$ cat src/rtl/cavlc_bit_packer.sv
`default_nettype none
// ============================================================================
// Module      : cavlc_bit_packer
// Description : CAVLC bitstream writer. Concatenates 1..16-bit codewords
//               (MSB first) into a 32-bit MSB-aligned accumulator and emits
//               packed 16-bit words over a valid/ready handshake. A flush
//               optionally appends an RBSP stop bit, zero-pads to a word
//               boundary and pulses flush_done_o when the stream is aligned.
// Revision    : 1.0 - initial release
// ----------------------------------------------------------------------------
// Ports
//   clk_i          clock, rising edge
//   rst_i          asynchronous active-high reset
//   code_i[15:0]   codeword, right-justified (bits above length ignored)
//   code_len_i[4:0] codeword length; 0 = no-op, 17..31 treated as 16
//   code_valid_i   code_i/code_len_i valid
//   code_ready_o   packer accepts a code this cycle
//   flush_i        align/terminate request (honoured only while running)
//   word_out_o     packed word, first bit in bit 15
//   word_valid_o   word_out_o valid
//   word_ready_i   downstream accepts word_out_o
//   flush_done_o   one-cycle pulse, flush complete
//   total_bits_o   running count of accepted payload bits (mod 2^32)
// Configuration
//   CAVLC_PACKER_STOPBIT_EN : when defined, a single '1' stop bit is appended
//                             before zero padding on every flush.
// ============================================================================
module cavlc_bit_packer (
    input  logic        clk_i,
    input  logic        rst_i,
    input  logic [15:0] code_i,
    input  logic [4:0]  code_len_i,
    input  logic        code_valid_i,
    output logic        code_ready_o,
    input  logic        flush_i,
    output logic [15:0] word_out_o,
    output logic        word_valid_o,
    input  logic        word_ready_i,
    output logic        flush_done_o,
    output logic [31:0] total_bits_o
);

    typedef enum logic [1:0] {
        ST_RUN   = 2'd0,
        ST_PAD   = 2'd1,
        ST_DRAIN = 2'd2
    } state_t;

    state_t      state_q, state_d;
    logic [31:0] acc_q, acc_d;
    logic [4:0]  cnt_q, cnt_d;
    logic [31:0] total_q, total_d;
    logic        done_q, done_d;

    logic        w_word_valid;
    logic        w_word_xfer;
    logic        w_code_ready;
    logic        w_code_xfer;
    logic [4:0]  w_eff_len;
    logic [4:0]  w_add_len;
    logic [4:0]  w_cnt_shift;
    logic [15:0] w_mask;
    logic [15:0] w_code_m;
    logic [5:0]  w_place_sh;
    logic [31:0] w_acc_shift;
    logic [31:0] w_place;

    assign w_word_valid = cnt_q[4];
    assign w_word_xfer  = w_word_valid & word_ready_i;
    assign w_code_ready = (state_q == ST_RUN) && (!cnt_q[4] || word_ready_i);
    assign w_code_xfer  = code_valid_i & w_code_ready;

    // Lengths 16..31 all saturate to a full 16-bit codeword.
    assign w_eff_len = code_len_i[4] ? 5'd16 : code_len_i;
    assign w_add_len = w_code_xfer ? w_eff_len : 5'd0;

    // Only len==16 has bit 4 set after saturation; it keeps every bit.
    assign w_mask   = w_add_len[4] ? 16'hFFFF : ((16'd1 << w_add_len[3:0]) - 16'd1);
    assign w_code_m = code_i & w_mask;

    // Word drain happens first so the new code lands below what remains.
    assign w_acc_shift = w_word_xfer ? {acc_q[15:0], 16'h0000} : acc_q;
    assign w_cnt_shift = w_word_xfer ? (cnt_q - 5'd16) : cnt_q;

    // MSB of the code goes to bit (31 - count). A shift of 32 only occurs
    // for a zero-length code, whose masked value is already zero.
    assign w_place_sh = 6'd32 - {1'b0, w_cnt_shift} - {1'b0, w_add_len};
    assign w_place    = {16'h0000, w_code_m} << w_place_sh;

    always_comb begin
        state_d = state_q;
        acc_d   = w_acc_shift | w_place;
        cnt_d   = w_cnt_shift + w_add_len;
        total_d = total_q + {27'd0, w_add_len};
        done_d  = 1'b0;
        case (state_q)
            ST_RUN: begin
                if (flush_i) begin
                    state_d = ST_PAD;
                end
            end
            ST_PAD: begin
                // Full words drain through the normal path first.
                if (!cnt_q[4]) begin
`ifdef CAVLC_PACKER_STOPBIT_EN
                    acc_d = acc_q | (32'h8000_0000 >> cnt_q);
                    cnt_d = 5'd16;
`else
                    // Bits below the count are always zero, so padding is
                    // just a count bump to a full word.
                    cnt_d = (cnt_q != 5'd0) ? 5'd16 : 5'd0;
`endif
                    state_d = ST_DRAIN;
                end
            end
            ST_DRAIN: begin
                if (cnt_d == 5'd0) begin
                    state_d = ST_RUN;
                    done_d  = 1'b1;
                end
            end
            default: begin
                state_d = ST_RUN;
            end
        endcase
    end

    always_ff @(posedge clk_i or posedge rst_i) begin
        if (rst_i) begin
            state_q <= ST_RUN;
            acc_q   <= 32'd0;
            cnt_q   <= 5'd0;
            total_q <= 32'd0;
            done_q  <= 1'b0;
        end else begin
            state_q <= state_d;
            acc_q   <= acc_d;
            cnt_q   <= cnt_d;
            total_q <= total_d;
            done_q  <= done_d;
        end
    end

    assign code_ready_o = w_code_ready;
    assign word_out_o   = acc_q[31:16];
    assign word_valid_o = w_word_valid;
    assign flush_done_o = done_q;
    assign total_bits_o = total_q;

endmodule
`default_nettype wire

$ cat config.mk
export PLATFORM = sky130hd
export DESIGN_NAME = cavlc_bit_packer
export DESIGN_NICKNAME = d
export VERILOG_FILES = /design/src/rtl/cavlc_bit_packer.sv
export SDC_FILE = /design/constraint.sdc
export NUM_CORES = 1
export LEC_CHECK = 0
export ABC_AREA = 1
export BUFFER_PORTS_ARGS = -buffer_cell sky130_fd_sc_hd__buf_2
export CAP_MARGIN = 20
export CORE_MARGIN = 2
export CORE_UTILIZATION = 63
export DETAILED_ROUTE_END_ITERATION = 6
export PLACE_DENSITY = 0.87
export SLEW_MARGIN = 20
export SYNTH_ARGS = -nofsm -noshare
export SYNTH_HDL_FRONTEND = slang
export SYNTH_SLANG_ARGS = --single-unit
export TNS_END_PERCENT = 50
$ cat constraint.sdc
create_clock -name clk_i -period 6.2 [get_ports clk_i]
set_input_delay 0.93 -clock clk_i [delete_from_list [all_inputs] [get_ports clk_i]]
set_output_delay 0.93 -clock clk_i [all_outputs]
set_load 0.005 [all_outputs]
Word level (Yosys, flattened, before mapping)

Cells that the tools add are included.

Output and inout port bits: 51
Flip-flop bits (word level): 72

Shift-type cells: 2
Reductions and logical operators: 7
Bitwise logic cells: 4
Add/subtract/negate cells: 6
Mux-type cells: 14
Eq/ne operators: 5

Operators by type and width:

| cell                                                                   | number |
|---|---|
| 32-bit by 5-bit adder with 32-bit output                               | 1 |
| 32-bit two-way mux                                                     | 1 |
| 32-bit bitwise OR                                                      | 1 |
| 16-bit by 6-bit left shift with 32-bit output                          | 1 |
| 5-bit two-way mux                                                      | 6 |
| 16-bit AND                                                             | 1 |
| 16-bit two-way mux                                                     | 1 |
| 1-bit by 4-bit left shift with 16-bit output (first input constant)    | 1 |
| 16-bit by 1-bit subtractor with 16-bit output (second input constant)  | 1 |
| 2-bit two-way mux                                                      | 3 |
| 2-bit inequality test (second input constant)                          | 3 |
| 2-bit one-hot mux with 3 select lines                                  | 1 |
| 6-bit by 5-bit subtractor with 6-bit output                            | 1 |
| 6-bit by 5-bit subtractor with 6-bit output (first input constant)     | 1 |
| 5-bit adder                                                            | 1 |
| 5-bit logical NOT                                                      | 1 |
| 5-bit nonzero test                                                     | 1 |
| 5-bit subtractor (second input constant)                               | 1 |
| 3-bit AND reduction                                                    | 1 |
| 1-bit AND                                                              | 2 |
| 2-bit by 1-bit equality test with 1-bit output (second input constant) | 1 |
| 2-bit equality test (second input constant)                            | 1 |
| 2-bit logical NOT                                                      | 1 |
| 1-bit two-way mux                                                      | 2 |
| 3 further kinds                                                        | 3 |

Logic depth before layout (Yosys ltp)

Gate-level depths: netlist (run 1).

Depth in word-level cells: 11
Mapped depth: 25

Least setup slack after synthesis (run 1)

No wires, ideal clock.

Kind: in2reg
Start: input port word_ready_i
End: register acc_q[10]
Cell stages on the path: 16
Arrival time: 3.629 ns
Buffers on the path: 1
Data required time: 6.117 ns
Library setup time: 0.083 ns
Slack: 2.488 ns
Path through: inv_1 > nand2_1 > nand3_4 > nor2_1 > inv_1 > ha_1 > fa_1 > a21oi_1 > nor2_1 > nor2_1 > xnor2_1 > clkinv_1 > nor2_1 > inv_1 > clkbuf_1 > o22ai_1

Longest elaborated chain between the ends: 10
Elaborated cells on any way between the ends: 15
Those cells by class: add/sub (3); shift (2); mux (4); bitwise (4); reduce/logical (2)

Ends and longest elaborated chain:

| element                                       | RTL line | source |
|---|---|---|
| start, declared                               | 38       | `input logic word_ready_i,` |
| 1-bit logical OR                              | 70       | `assign w_code_ready = (state_q == ST_RUN) && (!cnt_q[4] \|\| word_ready_i);` |
| 1-bit logical AND                             | 70       |  |
| 1-bit AND                                     | 71       | `assign w_code_xfer = code_valid_i & w_code_ready;` |
| 5-bit two-way mux                             | 75       | `assign w_add_len = w_code_xfer ? w_eff_len : 5'd0;` |
| 1-bit by 4-bit left shift with 16-bit output  | 78       | `assign w_mask = w_add_len[4] ? 16'hFFFF : ((16'd1 << w_add_len[3:0]) - 16'd1);` |
| 16-bit by 1-bit subtractor with 16-bit output | 78       |  |
| 16-bit two-way mux                            | 78       |  |
| 16-bit AND                                    | 79       | `assign w_code_m = code_i & w_mask;` |
| 16-bit by 6-bit left shift with 32-bit output | 88       | `assign w_place = {16'h0000, w_code_m} << w_place_sh;` |
| 32-bit bitwise OR *                           | 92       | `acc_d = w_acc_shift \| w_place;` |
| net acc_d[10]                                 | 50       | `logic [31:0] acc_q, acc_d;` |
| end signal, assigned                          | 131      | `acc_q <= 32'd0;` |
| end signal, assigned                          | 137      | `acc_q <= acc_d;` |
| end, declared                                 | 50       |  |

The timed path passes the listed nets; every way through them passes the cells marked *.
A chain may end at the register's enable or synchronous reset.

Worst setup path in the final report (run 1)

Start: input port word_ready_i
End: register acc_q[9]

Same word-level chain as after synthesis.

==> results of run 1 <==
## final cells by class
class                   instances  area, µm²
well taps                     105        131
repair buffers                 79        403
fillers                       705       2430
clock inverters                 7       46.3
clock buffers                   9        124
multi-input cells             517       2830
inverters                      87        327
flip-flops and latches         72       1800
## cell usage after synthesis (2+ instances only)
cell type / instances
nor2_2: 5
o22ai_1: 12
nand4_1: 14
mux2i_1: 2
clkbuf_1: 11
clkinv_1: 3
a21oi_2: 2
nand3_2: 6
nand2_2: 3
nand3_1: 100
fa_1: 3
o21ai_1: 10
xnor2_1: 12
o21ai_0: 25
buf_4: 16
nand2_1: 184
buf_2: 8
nor3_2: 2
inv_2: 6
xor2_1: 22
o211ai_1: 2
a21oi_1: 22
nor2_4: 5
nor2_1: 46
dfrtp_1: 72
inv_1: 78
buf_1: 2
ha_1: 19
nor3_1: 5
## cells by family after synthesis
kind of cell             count (synthesis)  synth area share
adder cells (fa/ha/maj)                 22            0.0576
multiplexers                             2           0.00387
flip-flops                              72             0.349
AO/OA/AOI/OAI                           82            0.0915
buffers and inverters                  124             0.104
XOR/XNOR                                34            0.0576
AND/OR/NAND/NOR                        377             0.337
## routing by layer
metal,up-vias,track usage,share of wire
met3,29,0.0471,0.058
met2,183,0.495,0.47
met5,-,0,0
met4,0,0.0966,0.023
li1,2419,-,-
met1,2240,0.404,0.45
## registers in the layout, summed over array words and instances, names as in the netlist
name          count
cnt_q             5
acc_q            32
total_bits_o     32
flush_done_o      1
state_q           2
## stage by stage
stage	total power [W]	util
after global routing	0.00397	0.700
after global placement	0.00318	0.679
final	0.00362	0.700
after floorplan	0.00266	-
after CTS	0.00357	0.700
after detailed placement	0.00322	0.679
## how the worst min path moves through the flow
stage,start,endpoint,slack [ns],cells past startpoint
after floorplan,acc_q[12],acc_q[12],0.45,2
after global placement,total_bits_o[31],total_bits_o[31],0.45,1
after detailed placement,acc_q[13],acc_q[13],0.46,2
after CTS,total_bits_o[31],total_bits_o[31],0.49,1
after global routing,total_bits_o[31],total_bits_o[31],0.50,1
final,total_bits_o[31],total_bits_o[31],0.48,1
## power by group through the flow
stage / registers (W) / clock network [W] / logic, W
floorplan: 0.000702 / 0 / 0.00196
global route: 0.000725 / 0.000363 / 0.00288
CTS: 0.000709 / 0.000344 / 0.00252
finish: 0.000708 / 0.000340 / 0.00257
detailed placement: 0.000717 / 0 / 0.00250
global placement: 0.000709 / 0 / 0.00247
==> impl_metrics.py, run 1 <==
metrics = {
    "yosys": {
        "seq_area_frac_synth": 0.349,
        "yosysTopAreaCell": "dfrtp_1",
        "ys.flop_type": "dfrtp_1",
        "syn_avg_cell_area_um2": 7.25,
        "ys_ff_latch": 72,
        "synth.net_count": 761,
        "syn_inst": 713,
        "async_flop_share": 1.00,
        "synth.area.top_cells": "dfrtp_1 35%, nand2_1 13%, nand3_1 9.7%",
        "yosysTopAreaCellShare": 0.349,
        "ys_warn_count": 0,
        "synth_edf_count": 0,
        "ys_types": 45,
        "syn_area_um2": 5170,
    },
    "hold_path": {
        "hold_class": "reg -> reg",
    },
    "sta": {
        "fin_ws_ns": 2.04,
        "worst_slew_pin_slew_ns": 0.896,
        "setup_viol": 0,
        "finalClockSkew_ns": 0.00827,
        "rsz0062_at_grt": "no",
        "min_period_ns": 4.16,
        "fin_crit_sh": 0.670,
        "tns_ns": 0,
        "relSlewSlack": 0.403,
        "whs_ns": 0.484,
        "fmax_mhz": 241,
        "hold_viol_final": 0,
        "drv_slew": 0,
    },
    "cells_and_area": {
        "fin_area_um2": 5660,
        "drive_gt1_frac": 0.171,
        "layout_commonest_cell": "nand2_1",
        "syn_to_final_growth_pct": 9.59,
        "finalNonFillerCells": 876,
        "num-nets-final": 814,
        "antenna_cells": 0,
        "final_cell_mix": "184 x nand2_1, 100 x nand3_1, 77 x inv_1, 76 x buf_2, 72 x dfrtp_1",
    },
    "worst_setup_path": {
        "critPathMaxFanout": 26,
        "cp_slowest_cell": "fa_1",
        "required_ns": 6.40,
        "r2r_end": "acc_q[9]",
        "reg2reg_from": "cnt_q[4]",
        "crit_family": "adder cells",
        "slowest_delay_ns": 1.13,
        "r2r_slack_ns": 2.27,
        "rr_worst_depth": 11,
        "cp-start-kind": "input pin",
        "arrival_ns": 4.36,
        "crit_top_cell": "inv_1",
        "crit_end": "acc_q[9]",
        "end_kind": "flip-flop",
        "cp_num_buf_inv": 4,
        "crit_path_start": "word_ready_i",
        "crit_chain": "buf_2 > inv_1 > nand2_1 > nand3_4 > nor2_1 > inv_1 > ha_1 > fa_1 > inv_1 > nand3_1 > nand2_1 > o21ai_1 > o22ai_1",
        "path_class": "in -> reg",
        "cp_num_cells": 13,
    },
    "route": {
        "post_drt_wl_per_cell_um": 14.7,
        "ant_nets": 0,
        "drc": 0,
        "dr.pass1.iters": 5,
        "wl_um": 12800,
        "num_vias": 4871,
        "drt-vias-per-instance": 5.56,
        "drtIter0Drc": 348,
    },
    "clocking": {
        "cts_num_sinks": 72,
        "cts_buffer_depth": 2,
        "cts_setup_buffers": 0,
        "path_clk_slew_ns": 0.09,
        "htree_levels": 3,
        "cts_buffers": 9,
        "tritoncts": "built",
        "ctsResizeCount": 0,
        "cts-root-buf": "clkbuf_8",
        "hold_buffers": 0,
        "clk_latency_ns": 0.35,
    },
    "pwr": {
        "power_frac_seq": 0.196,
        "clkPwrFrac": 0.094,
        "swShare": 0.564,
        "p_int_w": 0.00158,
        "p_leak_nw": 3.00,
        "ir_drop_mv": 0.369,
        "power_frac_comb": 0.710,
        "p_per_area_nw_per_um2": 638,
        "switching_power_w": 0.00204,
    },
    "place": {
        "dp_cells": 860,
        "place_area_um2": 5490,
        "detailed_place_hpwl_um": 9780,
        "gp_congestion": 1.03,
        "portBuffers": 76,
        "pre_cts_ws_ns": 1.72,
    },
    "floorplanning": {
        "pin_count": 77,
        "die-width_um": 94.6,
        "core.rowCount": 33,
        "die-height_um": 94.6,
        "coreArea_um2": 8090,
        "start_util": 0.639,
        "die_area_um2": 8940,
    },
    "grt": {
        "grt.total_usage": 0.299,
        "grt_max_degree": 73,
        "antenna_found_initial": 0,
        "first_global_vias": 4558,
        "grt_pass1_wl_um": 21300,
        "overflow": 0,
    },
    "outcome": {
        "outcome": "completed",
    },
    "run": {
        "maxCapViolCount": 0,
    },
}
No activity file was read; power rests on OpenSTA's default activity.
==> run 2, diff against run 1 <==
CORE_UTILIZATION = 53   (was 63)
PLACE_DENSITY = 0.78   (was 0.87)
clock period = 3.8 ns   (was 6.2 ns; I/O delays follow)
==> run 2 against run 1 <==
Net effect:
- non-clock buffer count increased by 14
- critical path type unchanged
- sequential cell count unchanged
- sequential power rose by 62%
- final area increased by 3.9%
- sequential share of layout area down 1.2 points
- cell count up 4.8%
- critical endpoint is now total_bits_o[26]
- critical path depth up 6
- worst setup slack worse by 1.7 ns
- clock power grew 120%
- count of clock-buffer cells in the layout up 1
==> impl_metrics.py, run 2 (synthesized netlist as in run 1, its figures left out) <==
metrics = {
    "sta": {
        "fmax_mhz": 288,
        "hold_viol_final": 0,
        "min_period_ns": 3.47,
        "relSlewSlack": 0.426,
        "fin_crit_sh": 0.913,
        "tns_ns": 0,
        "finalClockSkew_ns": 0.0139,
        "drv_slew": 0,
        "fin_ws_ns": 0.330,
        "rsz0062_at_grt": "no",
        "worst_slew_pin_slew_ns": 0.860,
        "setup_viol": 0,
    },
    "cells_and_area": {
        "final_cell_mix": "183 x nand2_1, 100 x nand3_1, 77 x inv_1, 76 x buf_2, 72 x dfrtp_1",
        "antenna_cells": 0,
        "drive_gt1_frac": 0.187,
        "num-nets-final": 828,
        "fin_area_um2": 5890,
        "layout_commonest_cell": "nand2_1",
        "syn_to_final_growth_pct": 13.9,
        "nFillCells": 892,
    },
    "pwr": {
        "p_leak_nw": 3.10,
        "switching_power_w": 0.00331,
        "ir_drop_mv": 0.677,
        "power_frac_comb": 0.697,
        "power_frac_seq": 0.184,
        "swShare": 0.527,
        "p_per_area_nw_per_um2": 1070,
        "p_int_w": 0.00297,
        "clkPwrFrac": 0.119,
    },
    "route": {
        "post_drt_wl_per_cell_um": 13.8,
        "ant_nets": 0,
        "wl_um": 12600,
        "drtIter0Drc": 220,
        "num_vias": 4887,
        "dr.pass1.iters": 5,
        "drt-vias-per-instance": 5.32,
        "drc": 0,
    },
    "clocking": {
        "htree_levels": 3,
        "cts_setup_buffers": 0,
        "cts_num_sinks": 72,
        "path_clk_slew_ns": 0.08,
        "tritoncts": "built",
        "cts_buffer_depth": 2,
        "cts-root-buf": "clkbuf_8",
        "hold_buffers": 0,
        "clk_latency_ns": 0.35,
        "cts_buffers": 9,
        "ctsResizeCount": 0,
    },
    "run": {
        "maxCapViolCount": 0,
    },
    "grt": {
        "overflow": 0,
        "grt.total_usage": 0.252,
        "antenna_found_initial": 0,
        "grt_pass1_wl_um": 21200,
        "grt_max_degree": 42,
        "first_global_vias": 4569,
    },
    "floorplanning": {
        "die-height_um": 103,
        "die-width_um": 103,
        "pin_count": 77,
        "start_util": 0.536,
        "coreArea_um2": 9640,
        "die_area_um2": 10600,
        "core.rowCount": 36,
    },
    "worst_setup_path": {
        "path_class": "in -> reg",
        "end_kind": "flip-flop",
        "required_ns": 4.05,
        "arrival_ns": 3.72,
        "cp-start-kind": "input pin",
        "critPathMaxFanout": 5,
    },
    "hold_path": {
        "hold_class": "in -> async",
    },
    "place": {
        "place_area_um2": 5630,
        "pre_cts_ws_ns": -0.0795,
        "detailed_place_hpwl_um": 9810,
        "gp_congestion": 0.922,
        "portBuffers": 76,
    },
    "outcome": {
        "outcome": "completed",
    },
}
## run 2: cell count changes in the layout (fill, tap and decap cells not counted), sizes merged
| cell | change |
|---|---|
| buf | +14 |
| inv | +1 |
| bufinv | +3 |
| clkinvlp | -2 |
| clkbuf | +1 |
| clkinv | -3 |
## run 2: per-layer routing
metal,GRT usage,up-vias,routed length [µm]
met4,0.0698,0,116
met5,0,-,0
li1,-,2442,-
met2,0.435,135,6410
met1,0.330,2296,5490
met3,0.0386,14,627
## run 2: critical path, stage by stage
cell,delay [ns]
buf_2,0.13
nor2_1,0.21
inv_1,0.15
nor2_4,0.17
ha_1,0.18
inv_1,0.07
fa_1,0.42
o21ai_2,0.19
a21oi_1,0.11
nor2_2,0.14
nand3_1,0.14
nor2_2,0.16
nand3_1,0.08
nor3_1,0.16
nand3_1,0.15
nor2_2,0.16
and3_1,0.22
nand2_1,0.08
xnor2_1,0.20
## run 2: area by class of cell
type | instances | area, µm² | share of cell area
tap | 133 | 166 | 0.0283
clock buffer | 10 | 128 | 0.0217
inverter | 87 | 327 | 0.0555
clock inverter | 6 | 115 | 0.0196
sequential | 72 | 1800 | 0.306
timing repair buffer | 93 | 508 | 0.0863
multi-input combinational | 517 | 2840 | 0.483
## run 2: stage by stage
step	util	power [W]	cells	hold slack (ns)
after floorplan	-	0.00434	713	0.448
after global placement	0.585	0.00537	902	0.456
after detailed placement	0.585	0.00546	902	0.467
after CTS	0.610	0.00624	918	0.422
after global routing	0.611	0.00692	918	0.455
final	0.611	0.00628	918	0.389
## run 2: worst paths after layout
path                                   from               end  slack, ns  cells past startpoint
hold reg to reg            total_bits_o[31]  total_bits_o[31]       0.48                      1
hold / removal                        rst_i  total_bits_o[16]       0.39                      2
setup reg to reg                 state_q[1]  total_bits_o[26]       0.34                     18
max in group asynchronous             rst_i         acc_q[26]       2.47                      3
setup / recovery              code_len_i[4]  total_bits_o[26]       0.33                     19
min in group clk_i                  flush_i        state_q[0]       0.46                      2
## run 2: power groups by stage
stage / logic, W / registers [W] / clock network (W)
2_1_floorplan: 0.00320 / 0.00115 / 0
5_1_grt: 0.00495 / 0.00119 / 0.000794
6_report: 0.00438 / 0.00115 / 0.000748
3_5_place_dp: 0.00430 / 0.00117 / 0
4_1_cts: 0.00432 / 0.00115 / 0.000765
3_3_place_gp: 0.00422 / 0.00116 / 0
